### src/rtl/mem_sram_controller_if.sv
// Bus bundle between the pipeline MEM stage, the SRAM controller and the
// external 16-bit SRAM.
interface mem_sram_controller_if;
    logic        mem_read_en;
    logic        mem_write_en;
    logic [31:0] address;
    logic [31:0] write_data;
    logic [31:0] read_data;
    logic        ready;
    logic        freeze;
    logic [17:0] sram_addr;
    logic [15:0] sram_dq_out;
    logic [15:0] sram_dq_in;
    logic        sram_dq_oe;
    logic        sram_we_n;

    modport slave (
        input  mem_read_en, mem_write_en, address, write_data, sram_dq_in,
        output read_data, ready, freeze, sram_addr, sram_dq_out, sram_dq_oe, sram_we_n
    );

    modport master (
        output mem_read_en, mem_write_en, address, write_data, sram_dq_in,
        input  read_data, ready, freeze, sram_addr, sram_dq_out, sram_dq_oe, sram_we_n
    );
endinterface

### src/rtl/mem_sram_controller.sv
// Splits each 32-bit pipeline load/store into two timed 16-bit SRAM accesses
// and stalls the pipeline until the word is complete.
//
// state  | meaning
// IDLE   | waiting for a request; captures address/data/direction
// LOW    | low half-word access, ACCESS_CYCLES cycles
// HIGH   | high half-word access, ACCESS_CYCLES cycles
// DONE   | one-cycle completion, ready = 1
module mem_sram_controller #(
    parameter int unsigned ACCESS_CYCLES = 3,
    parameter int unsigned BASE_ADDR     = 1024
) (
    input  logic               clk,
    input  logic               rst,
    mem_sram_controller_if.slave bus
);
    typedef enum logic [1:0] {S_IDLE, S_LOW, S_HIGH, S_DONE} state_t;

    localparam logic [3:0] LAST_CNT = 4'(ACCESS_CYCLES - 1);

    state_t      state_q, state_d;
    logic [3:0]  cnt_q, cnt_d;
    logic [16:0] word_q, word_d;
    logic [31:0] data_q, data_d;
    logic        is_write_q, is_write_d;
    logic [31:0] read_data_q, read_data_d;

    logic        req;
    logic        last;
    logic        in_access;
    logic [16:0] word_idx;

    assign req      = bus.mem_read_en | bus.mem_write_en;
    assign last     = (cnt_q == LAST_CNT);
    assign word_idx = 17'((bus.address - 32'(BASE_ADDR)) >> 2);

    always_ff @(posedge clk or negedge rst) begin
        if (!rst) begin
            state_q     <= S_IDLE;
            cnt_q       <= 4'd0;
            word_q      <= 17'd0;
            data_q      <= 32'd0;
            is_write_q  <= 1'b0;
            read_data_q <= 32'd0;
        end else begin
            state_q     <= state_d;
            cnt_q       <= cnt_d;
            word_q      <= word_d;
            data_q      <= data_d;
            is_write_q  <= is_write_d;
            read_data_q <= read_data_d;
        end
    end

    // Once LOW is entered the access runs to completion regardless of req.
    always_comb begin
        state_d     = state_q;
        cnt_d       = cnt_q;
        word_d      = word_q;
        data_d      = data_q;
        is_write_d  = is_write_q;
        read_data_d = read_data_q;
        case (state_q)
            S_IDLE: begin
                if (req) begin
                    word_d     = word_idx;
                    data_d     = bus.write_data;
                    is_write_d = bus.mem_write_en;
                    cnt_d      = 4'd0;
                    state_d    = S_LOW;
                end
            end
            S_LOW: begin
                if (last) begin
                    cnt_d   = 4'd0;
                    state_d = S_HIGH;
                    if (!is_write_q) read_data_d[15:0] = bus.sram_dq_in;
                end else begin
                    cnt_d = 4'(cnt_q + 4'd1);
                end
            end
            S_HIGH: begin
                if (last) begin
                    cnt_d   = 4'd0;
                    state_d = S_DONE;
                    if (!is_write_q) read_data_d[31:16] = bus.sram_dq_in;
                end else begin
                    cnt_d = 4'(cnt_q + 4'd1);
                end
            end
            S_DONE:  state_d = S_IDLE;
            default: state_d = S_IDLE;
        endcase
    end

    // SRAM pins decode from registered state only, so reset clears them at once.
    assign in_access       = (state_q == S_LOW) || (state_q == S_HIGH);
    assign bus.sram_addr   = in_access ? {word_q, state_q == S_HIGH} : 18'd0;
    assign bus.sram_dq_out = (state_q == S_LOW)  ? data_q[15:0]  :
                             (state_q == S_HIGH) ? data_q[31:16] : 16'd0;
    assign bus.sram_dq_oe  = in_access & is_write_q;
    assign bus.sram_we_n   = ~(in_access & is_write_q);
    assign bus.ready       = (state_q == S_DONE);
    assign bus.freeze      = req & (state_q != S_DONE);
    assign bus.read_data   = read_data_q;
endmodule

### src/flat_wrapper.sv
// flat-port wrapper written by rule: the top's interface ports become plain ports
module mem_sram_controller_flat 
#(
    parameter int unsigned ACCESS_CYCLES = 3,
    parameter int unsigned BASE_ADDR     = 1024
)
  (clk, rst, bus_mem_read_en, bus_mem_write_en, bus_address, bus_write_data, bus_sram_dq_in, bus_read_data, bus_ready, bus_freeze, bus_sram_addr, bus_sram_dq_out, bus_sram_dq_oe, bus_sram_we_n);
  mem_sram_controller_if bus_i ();
  input  logic clk;
  input  logic rst;
  input wire logic [$bits(bus_i.mem_read_en)-1:0] bus_mem_read_en;
  input wire logic [$bits(bus_i.mem_write_en)-1:0] bus_mem_write_en;
  input wire logic [$bits(bus_i.address)-1:0] bus_address;
  input wire logic [$bits(bus_i.write_data)-1:0] bus_write_data;
  input wire logic [$bits(bus_i.sram_dq_in)-1:0] bus_sram_dq_in;
  output wire logic [$bits(bus_i.read_data)-1:0] bus_read_data;
  output wire logic [$bits(bus_i.ready)-1:0] bus_ready;
  output wire logic [$bits(bus_i.freeze)-1:0] bus_freeze;
  output wire logic [$bits(bus_i.sram_addr)-1:0] bus_sram_addr;
  output wire logic [$bits(bus_i.sram_dq_out)-1:0] bus_sram_dq_out;
  output wire logic [$bits(bus_i.sram_dq_oe)-1:0] bus_sram_dq_oe;
  output wire logic [$bits(bus_i.sram_we_n)-1:0] bus_sram_we_n;
  assign bus_i.mem_read_en = bus_mem_read_en;
  assign bus_i.mem_write_en = bus_mem_write_en;
  assign bus_i.address = bus_address;
  assign bus_i.write_data = bus_write_data;
  assign bus_i.sram_dq_in = bus_sram_dq_in;
  assign bus_read_data = bus_i.read_data;
  assign bus_ready = bus_i.ready;
  assign bus_freeze = bus_i.freeze;
  assign bus_sram_addr = bus_i.sram_addr;
  assign bus_sram_dq_out = bus_i.sram_dq_out;
  assign bus_sram_dq_oe = bus_i.sram_dq_oe;
  assign bus_sram_we_n = bus_i.sram_we_n;
  mem_sram_controller #(.ACCESS_CYCLES(ACCESS_CYCLES), .BASE_ADDR(BASE_ADDR)) u_core (.clk(clk), .rst(rst), .bus(bus_i));
endmodule
### config.mk
export PLATFORM = sky130hd
export DESIGN_NAME = mem_sram_controller_flat
export DESIGN_NICKNAME = d
export VERILOG_FILES = /design/src/rtl/mem_sram_controller_if.sv /design/src/rtl/mem_sram_controller.sv /design/src/flat_wrapper.sv
export SDC_FILE = /design/constraint.sdc
export NUM_CORES = 1
export LEC_CHECK = 0
export CORE_MARGIN = 2
export CORE_UTILIZATION = 44
export DETAILED_ROUTE_END_ITERATION = 16
export PLACE_DENSITY = 0.82
export SETUP_SLACK_MARGIN = 0.5
export SLEW_MARGIN = 0
export SYNTH_ARGS = -nofsm -noshare
export SYNTH_HDL_FRONTEND = slang
export SYNTH_SLANG_ARGS = --single-unit
### constraint.sdc
create_clock -name clk -period 2.3 [get_ports clk]
set_input_delay 0.46 -clock clk [delete_from_list [all_inputs] [get_ports clk]]
set_output_delay 0.46 -clock clk [all_outputs]
set_load 0.1 [all_outputs]
== Word level (Yosys, flattened, before mapping) ==
Cells that the tools add are included.
Storage, ports and cells
  register bits: 88
  logic and storage cells: 41
  input bits: 84
Cells by class
  bitwise operators: 5
  reduce and logical (&&, ||, !) cells: 9
  muxes and demuxes: 10
  add/subtract/negate cells: 2
  equal/unequal tests: 8
Operators with widths (count)
  16-bit 2-to-1 mux: 2
  19-bit by 11-bit subtractor with 19-bit output, second input constant: 1
  18-bit 2-to-1 mux: 1
  3-bit AND reduction: 3
  4-bit 2-to-1 mux: 2
  2-bit case mux with 4 select lines: 1
  4-bit case mux with 2 select lines: 1
  2-bit 2-to-1 mux: 3
  2-bit by 1-bit inequality test with 1-bit output, second input constant: 3
  4-bit by 1-bit adder with 4-bit output, second input constant: 1
  2-bit equality test, second input constant: 2
  4-bit by 2-bit equality test with 1-bit output, second input constant: 1
  2-bit AND reduction: 2
  1-bit AND: 2
  2-bit by 1-bit equality test with 1-bit output, second input constant: 1
  2-bit zero test: 1
  2-bit inequality test, second input constant: 1
  1-bit inverter: 2
  2-bit nonzero test: 1
  2-bit OR reduction: 1
  1-bit logical OR: 1
  1-bit OR: 1

== Depth between registers and ports, before layout ==
Gate-level depths: netlist of run 1.
  word-level depth: 4
  depth in mapped cells: 7
  mapped depth without buffers: 5

== Least setup slack after synthesis of run 1 ==
OpenSTA, ideal clock, no wires.
  kind: flip-flop to output port
  start: reg u_core.state_q[0]
  end: out bus_sram_dq_out[10]
  cell stages (with the launch flop): 7
  slack: -1558 ps
  data required time: 1840 ps
  buffers on the path: 2
  data arrival time: 3398 ps
  path through: dfrtp_1 inv_1 ha_1 clkbuf_1 clkbuf_1 nand2_1 o21ai_0
Between the ends
  cells in the longest elaborated chain, start to end: 3
  elaborated cells on any way between the ends: 4
  classes of those cells: eq/ne (2); mux (2)
Ends and longest elaborated chain
  start: declaration: line mem_sram_controller.sv:21  | state_t state_q, state_d;
  start signal: assignment: line mem_sram_controller.sv:46  | state_q <= state_d;
  2-bit equality test: line mem_sram_controller.sv:100  | (state_q == S_HIGH) ? data_q[31:16] : 16'd0;
  16-bit 2-to-1 mux: line mem_sram_controller.sv:100
  16-bit 2-to-1 mux (*): line mem_sram_controller.sv:99  | assign bus.sram_dq_out = (state_q == S_LOW) ? data_q[15:0] :
  end: declaration: line flat_wrapper.sv:20  | output wire logic [$bits(bus_i.sram_dq_out)-1:0] bus_sram_dq_out;
Every way passes the cells marked *; elsewhere a longest branch is shown, timed or not.

== Final worst setup path of run 1 ==
  start: reg u_core.state_q[1]
  end: out bus_sram_dq_out[13]
Same word-level chain as after synthesis.

==> summary.txt, run 1 <==
Clocking
  – CTS Root Buffer Type: clkbuf_8
  – Register clock-pin slew on the reported worst setup and hold paths: roughly 0.090 ns
  – TritonCTS sink count: 88
  – Maximum root-to-sink buffer count: 2
  – CTS tree: yes
  – Clock latency of the later-clocked register in the worst-skew pair: 0.36 ns
  – Hold Buf Count CTS: 0
  – Maximum level of the CTS H-tree: 3
  – Number of buffers added by the clock tree synthesis step: 9

Global route
  – Overall overflow remaining after global route: 0
  – Global-route wire length before repair: ~18000 um
  – Total routing usage reported by global routing: a little under a quarter
  – Antenna violations before repair: 0
  – Pin count of the biggest net entering global routing: 46
  – Vias in the first global route: approximately 3700

Synthesis
  – Cell Area, Synth: about 4000 sq um
  – Mean instance size in the synthesized netlist: around 10 sq um
  – Count of state elements after synthesis: 88
  – Post-synth ARST share: 100%
  – Number of distinct library cells after synthesis: 34
  – Most frequently used flop master after synthesis: dfrtp_1
  – Net count after synthesis: 498
  – Yosys warning total: 0
  – Count of flip-flops with a built-in enable after synthesis: 0
  – Count of mapped cells out of synthesis: roughly 410
  – Post-synth top area cell: dfrtp_1
  – Leading cell types by total area after synthesis: dfrtp_1 56%, nand2_1 15%, mux2_2 9.4%, o21ai_0 3.4%, ha_1 2.9%
  – Cell types with the highest counts after synthesis: 160 x nand2_1, 88 x dfrtp_1, 33 x mux2_2
  – Most numerous cell in the Yosys netlist: nand2_1
  – Seq/Total Area, Yosys: a little under three fifths
  – Fraction of post-synthesis cell area in the top cell type by area: 55.7%

Setup path
  – Startpoint-to-endpoint class of the critical path: register to output pin
  – Worst reg2reg setup slack: 0.29 ns
  – Cell-by-cell listing of the critical path: inv_2 -> ha_4 -> buf_6 -> buf_12 -> nand2_2 -> o21ai_4 -> buf_12
  – Sort of element at the end of the critical path: output pin
  – Critical Path Max Stage Delay: around 0.43 ns
  – CP Launch Type: register
  – Count of cells along the worst register-to-register path: 8
  – Cell family contributing the most delay on the critical path: buffers and inverters
  – Maximum fanout along the worst path: 10
  – Most common cell type on the critical path: buf_12
  – Slowest cell on the critical path: dfrtp_1
  – Buffer and inverter count on the worst path: 4
  – Worst R2R Start: u_core.state_q[0]$_DFFE_PN0P_
  – Data required time at the worst endpoint: around 1.8 ns
  – Arrival time reported for the critical path endpoint: between 1.5 and 2 ns
  – Critical R2R Capture: u_core.state_q[1]$_DFFE_PN0P_

Layout
  – Share of layout cells above drive strength 1: ~44%
  – Count of nets after finishing: between 600 and 700
  – Syn-to-layout area delta: 78.9%
  – Total inserted antenna cells: 0

Routing
  – Number of detailed-routing iterations run before antenna repair: 4
  – DRC errors left: 0
  – Number of nets with antenna violations after detailed routing: 0
  – Routed via count: 3619
  – Via/cell ratio: 5.24
  – Total Routed Length: ~12000 um
  – Iteration-0 DRC Markers: 120
  – Wire length per cell after detailed routing: between 15 and 20 um

Status
  – Run status: complete, no violations

STA
  – Largest clock skew in the final design: 0.0154 ns
  – Max frequency: 450 MHz
  – Slew at the pin closest to its max-slew limit: between 0.6 and 0.7 ns
  – Total Neg Setup Slack: 0 ns
  – Setup violation total in the final timing report: 0
  – Number of hold violations in the final report: 0
  – Final count of pins violating max slew: 0
  – Worst max-slew margin expressed relative to the limit: 59.7%
  – Final critical-path share of the clock period: a little over nine tenths
  – Post-route minimum period: ~2.2 ns
  – RSZ-0062 raised after global routing: yes

Die
  – Die X-Extent: 98.8 um
  – Full die area: roughly 10000 sq um
  – Row count: 34
  – Area inside the core boundary: 8720 sq um
  – Number of ports placed on the die boundary: approximately 150
  – Starting density of the core: a little under half
  – Die extent in y: between 90 and 100 um

Min path
  – Min-Delay Path Class: input pin to asynchronous set/reset pin

Place
  – Final HPWL from detailed placement: slightly above 7000 um
  – Number of input and output port buffers inserted: 138
  – GPL Wtd Cong: 0.735

Run
  – Count of max-cap constraint violations: 0
## cells in the final DEF (no fill, tap or decap), types with 2 or more instances in the layout
cell type,count
nor2_1,6
dfrtp_1,88
clkbuf_8,10
or3_1,2
buf_12,45
clkdlybuf4s50_1,63
buf_8,2
o31ai_1,3
nand2_1,128
buf_16,5
buf_4,49
nand2_4,10
inv_2,3
buf_6,13
ha_4,7
nand2b_1,2
clkinv_4,3
and2_4,17
or4_4,2
mux2_2,33
o21ai_0,8
xnor2_1,2
inv_1,2
dlymetal6s2s_1,2
a31oi_1,5
a21o_1,2
nand2_2,21
ha_1,2
o21ai_4,17
nand2_8,3
dlygate4sd2_1,2
o21ai_1,2
## final cells by class
cell class / count / area [sq um]
Inverter: 6 / 26.3
Tap cell: 108 / 135
Fill cell: 488 / 1650
Clock inverter: 6 / 76.3
Clock buffer: 10 / 138
Multi-Input combinational cell: 291 / 2230
Sequential cell: 88 / 2200
Timing Repair Buffer: 181 / 2260
## routing by layer
metal / part of all wire (%) / vias to the layer above / wire length, um / track usage (%)
li1: - / 1664 / - / -
met4: 3.3 / 0 / 397 / 9.48
met3: 6.6 / 36 / 793 / 6.38
met5: 0 / - / 0 / 0
met2: 53 / 151 / 6450 / 41.6
met1: 37 / 1768 / 4450 / 26.8
## worst reg2reg max path, stage by stage (launching register included)
cell and delay [ns]:
dfrtp_1 0.41, buf_6 0.13, ha_4 0.20, buf_12 0.14, buf_16 0.13, buf_6 0.14
or2_4 0.25, a21o_1 0.21, mux2_2 0.29
## flip-flops by register name (all words and copies together), names as in the netlist
name,cells
u_core.word_q,17
u_core.bus.read_data,32
u_core.state_q,2
u_core.is_write_q,1
u_core.cnt_q,4
u_core.data_q,32
## how the worst max path moves through the flow
stage                                             start  cells after the start                             to  slack, ns
final                     u_core.state_q[1]$_DFFE_PN0P_                      7            bus_sram_dq_out[13]       0.08
after global routing      u_core.state_q[1]$_DFFE_PN0P_                      7             bus_sram_dq_out[1]       0.02
after CTS                 u_core.state_q[1]$_DFFE_PN0P_                      7            bus_sram_dq_out[14]       0.12
after detailed placement                bus_address[11]                      6  u_core.word_q[14]$_DFFE_PN0P_       0.04
after global placement                  bus_address[11]                      6  u_core.word_q[14]$_DFFE_PN0P_       0.11
after floorplan           u_core.state_q[1]$_DFFE_PN0P_                      6                 bus_sram_dq_oe       0.20
## per-stage QoR
stage | area [sq um] | utilization, % | worst slack, ns | std cells | hold WS [ns]
floorplan | 4280 | - | 0.202 | 405 | 0.164
global placement | 6060 | 69.5 | 0.108 | 641 | 0.450
detailed placement | 6060 | 69.5 | 0.0354 | 641 | 0.455
CTS | 6850 | 78.5 | 0.120 | 683 | 0.110
global route | 7070 | 81.0 | 0.0248 | 690 | 0.123
finish | 7070 | 81.0 | 0.0779 | 690 | 0.0929
## logic make-up (layout without fill, tap and decap cells)
group,count (synthesis),in the layout,share of synthesized area [%]
simple gates,204,204,22.8
flops,88,88,55.7
compound gates,43,43,6.24
mux,33,33,9.41
buf+inv,26,203,2.53
fa+ha+maj,9,9,2.85
xor+xnor,2,2,0.444
## repair_timing
item / CTS / global route
setup buffers: 21 / 7
gates resized for setup: 87 / 33
gates cloned: 5 / 0
hold endpoints to repair: 0 / 0
endpoints found under the setup margin: 58 / 95
pin swaps: 32 / 13
Power of run 1 is not shown: default switching activity piles up to over one toggle a cycle in this logic, so the estimate is an artifact.
==> inputs of run 2 (changes only) <==
--- a/config.mk
+++ b/config.mk
@@ -9,7 +9,7 @@
 export CORE_UTILIZATION = 44
 export DETAILED_ROUTE_END_ITERATION = 16
 export PLACE_DENSITY = 0.82
-export SETUP_SLACK_MARGIN = 0.5
+export SETUP_SLACK_MARGIN = 0.2
 export SLEW_MARGIN = 0
 export SYNTH_ARGS = -nofsm -noshare
 export SYNTH_HDL_FRONTEND = slang
==> run 2 against run 1 <==
  * Worst setup slack better by 0.081 ns
  * Non-clock buffer count is 19 lower
  * Critical path depth is 1 lower
  * Via count is 5.1% lower
  * Register-to-register slack worse by 0.02 ns
  * Hold slack worse by 0.045 ns
  * Flip-flop and latch count stayed put
  * Wire length is 9.9% lower
  * First-iteration DRC count is 36% lower
  * Sequential share of layout area is 2.6 points higher
  * Die area stayed put
  * Clock skew is 0.0079 ns lower
  * Largest cell class is now flip-flops and latches
  * Highest routed layer unchanged
==> summary.txt, run 2 (synthesized netlist as in run 1, its figures left out) <==
Routing
  – Number of nets with antenna violations after detailed routing: 0 (unchanged)
  – Iteration-0 DRC Markers: 77 (was 120)
  – Routed via count: 3436 (was 3619)
  – Wire length per cell after detailed routing: 16.2 um (was 17.5 um)
  – Via/cell ratio: 5.12 (was 5.24)
  – Number of detailed-routing iterations run before antenna repair: 4 (unchanged)
  – Total Routed Length: 10900 um (was 12100 um)
  – DRC errors left: 0 (unchanged)

Setup path
  – Worst reg2reg setup slack: 0.27 ns (was 0.29 ns)
  – Sort of element at the end of the critical path: output pin (unchanged)
  – Arrival time reported for the critical path endpoint: 1.68 ns (was 1.76 ns)
  – Count of cells along the worst register-to-register path: 7 (was 8)
  – Critical R2R Capture: u_core.cnt_q[2]$_DFFE_PN0P_ (was u_core.state_q[1]$_DFFE_PN0P_)
  – Worst R2R Start: u_core.state_q[0]$_DFFE_PN0P_ (unchanged)
  – Critical path launch point: u_core.state_q[1]$_DFFE_PN0P_ (unchanged)
  – Maximum fanout along the worst path: 8 (was 10)
  – Data required time at the worst endpoint: 1.84 ns (about the same)
  – Startpoint-to-endpoint class of the critical path: register to output pin (unchanged)
  – CP Launch Type: register (unchanged)

STA
  – Worst max-slew margin expressed relative to the limit: 68.7% (was 59.7%)
  – Final count of pins violating max slew: 0 (unchanged)
  – RSZ-0062 raised after global routing: yes (unchanged)
  – Post-route minimum period: 2.14 ns (was 2.22 ns)
  – Slew at the pin closest to its max-slew limit: 0.458 ns (was 0.604 ns)
  – Largest clock skew in the final design: 0.00750 ns (was 0.0154 ns)
  – Number of hold violations in the final report: 0 (unchanged)
  – Final critical-path share of the clock period: 93.1% (was 96.6%)
  – Setup violation total in the final timing report: 0 (unchanged)
  – Total Neg Setup Slack: 0 ns (unchanged)
  – Max frequency: 467 MHz (was 450 MHz)

Place
  – Number of input and output port buffers inserted: 138 (unchanged)
  – Final HPWL from detailed placement: 7410 um (was 7180 um)
  – GPL Wtd Cong: 0.761 (was 0.735)

Die
  – Number of ports placed on the die boundary: 154 (unchanged)
  – Die X-Extent: 98.8 um (unchanged)
  – Row count: 34 (unchanged)
  – Starting density of the core: 45.3% (unchanged)
  – Die extent in y: 98.8 um (unchanged)
  – Area inside the core boundary: 8720 sq um (unchanged)
  – Full die area: 9750 sq um (unchanged)

Layout
  – Leading cell types in the layout, fill and taps excluded: 150 x nand2_1, 86 x dfrtp_1, 67 x clkdlybuf4s50_1 (was 128 x nand2_1, 88 x dfrtp_1, 63 x clkdlybuf4s50_1)
  – Area of combinational cells with multiple inputs: 1970 sq um (was 2230 sq um)
  – Flip-flop and latch area: 2200 sq um (about the same)
  – Total inserted antenna cells: 0 (unchanged)
  – Count of nets after finishing: 651 (was 670)
  – Share of layout cells above drive strength 1: 35.5% (was 44.2%)
  – Commonest non-fill, non-tap cell in the layout: nand2_1 (unchanged)
  – Syn-to-layout area delta: 65.3% (was 78.9%)
  – Filler instances: 577 (was 488)

Run
  – Count of max-cap constraint violations: 0 (unchanged)

Clocking
  – Maximum root-to-sink buffer count: 2 (unchanged)
  – CTS tree: yes (unchanged)
  – TritonCTS sink count: 88 (unchanged)
  – Register clock-pin slew on the reported worst setup and hold paths: 0.09 ns (about the same)
  – Maximum level of the CTS H-tree: 3 (unchanged)
  – CTS Root Buffer Type: clkbuf_8 (unchanged)
  – Number of buffers added by the clock tree synthesis step: 9 (unchanged)
  – Clock latency of the later-clocked register in the worst-skew pair: 0.36 ns (about the same)

Global route
  – Antenna violations before repair: 0 (unchanged)
  – Global-route wire length before repair: 17800 um (was 18100 um)
  – Vias in the first global route: 3648 (was 3687)
  – Overall overflow remaining after global route: 0 (unchanged)
  – Pin count of the biggest net entering global routing: 53 (was 46)
  – Total routing usage reported by global routing: 23.0% (was 23.5%)

Min path
  – Min-Delay Path Class: input pin to asynchronous set/reset pin (unchanged)

Status
  – Run status: complete, no violations (unchanged)
## run 2: changes by cell type in the layout (fill, tap and decap cells not counted), moves of 5 or more
cell / change
nand2_1: +22
nand2_4: -7
nand2_2: -13
and2_1: +5
buf_6: -11
and2_4: -5
## run 2: routing by layer
layer	vias up	global-route usage [%]	routed length (um)
li1	1626	-	-
met1	1682	25.7	4130
met2	102	42.0	5880
met3	26	5.18	556
met4	0	9.80	339
met5	-	0	0
## run 2: worst max-delay path by stage
| stage | slack, ns | end | depth (start not counted) |
|---|---|---|---|
| 3_3_place_gp | 0.11 | u_core.word_q[16]$_DFFE_PN0P_ | 6 |
| 2_1_floorplan | 0.18 | bus_sram_dq_out[10] | 6 |
| 5_1_grt | 0.11 | bus_sram_dq_out[14] | 6 |
| 4_1_cts | 0.15 | bus_sram_dq_out[0] | 5 |
| 3_5_place_dp | 0.02 | u_core.word_q[16]$_DFFE_PN0P_ | 6 |
| 6_report | 0.16 | bus_sram_dq_out[0] | 6 |
## run 2: cell type report
class                           count  share of cell area [%]
Sequential cell                    88                    33.8
Timing Repair Buffer              162                    30.7
Multi-Input combinational cell    291                    30.2
Tap cell                          108                    2.07
Clock buffer                        9                    1.90
Clock inverter                      7                   0.882
Inverter                            6                   0.479
## run 2: per-stage QoR
stage / setup WS (ns) / cell area (sq um) / std cells / hold slack (ns) / util [%]
after floorplan: 0.184 / 4230 / 405 / 0.164 / -
after global placement: 0.112 / 6050 / 641 / 0.445 / 69.4
after detailed placement: 0.0189 / 6050 / 641 / 0.454 / 69.4
after CTS: 0.145 / 6380 / 665 / 0.0586 / 73.2
after global routing: 0.112 / 6530 / 671 / 0.0759 / 74.9
final: 0.159 / 6530 / 671 / 0.0482 / 74.9
## run 2: critical path: stages, from the launching register on
cell,delay (ns)
dfrtp_2,0.45
inv_4,0.09
ha_4,0.23
clkbuf_16,0.21
nand2_2,0.07
o21ai_4,0.07
buf_12,0.19
## run 2: timing repair
action	CTS	global route
setup endpoints to repair	34	29
cloned	2	2
pin swaps	2	6
buffers inserted	6	4
hold buffers	0	0
resized for setup	11	27
Power of run 2 is left out for the same reason.
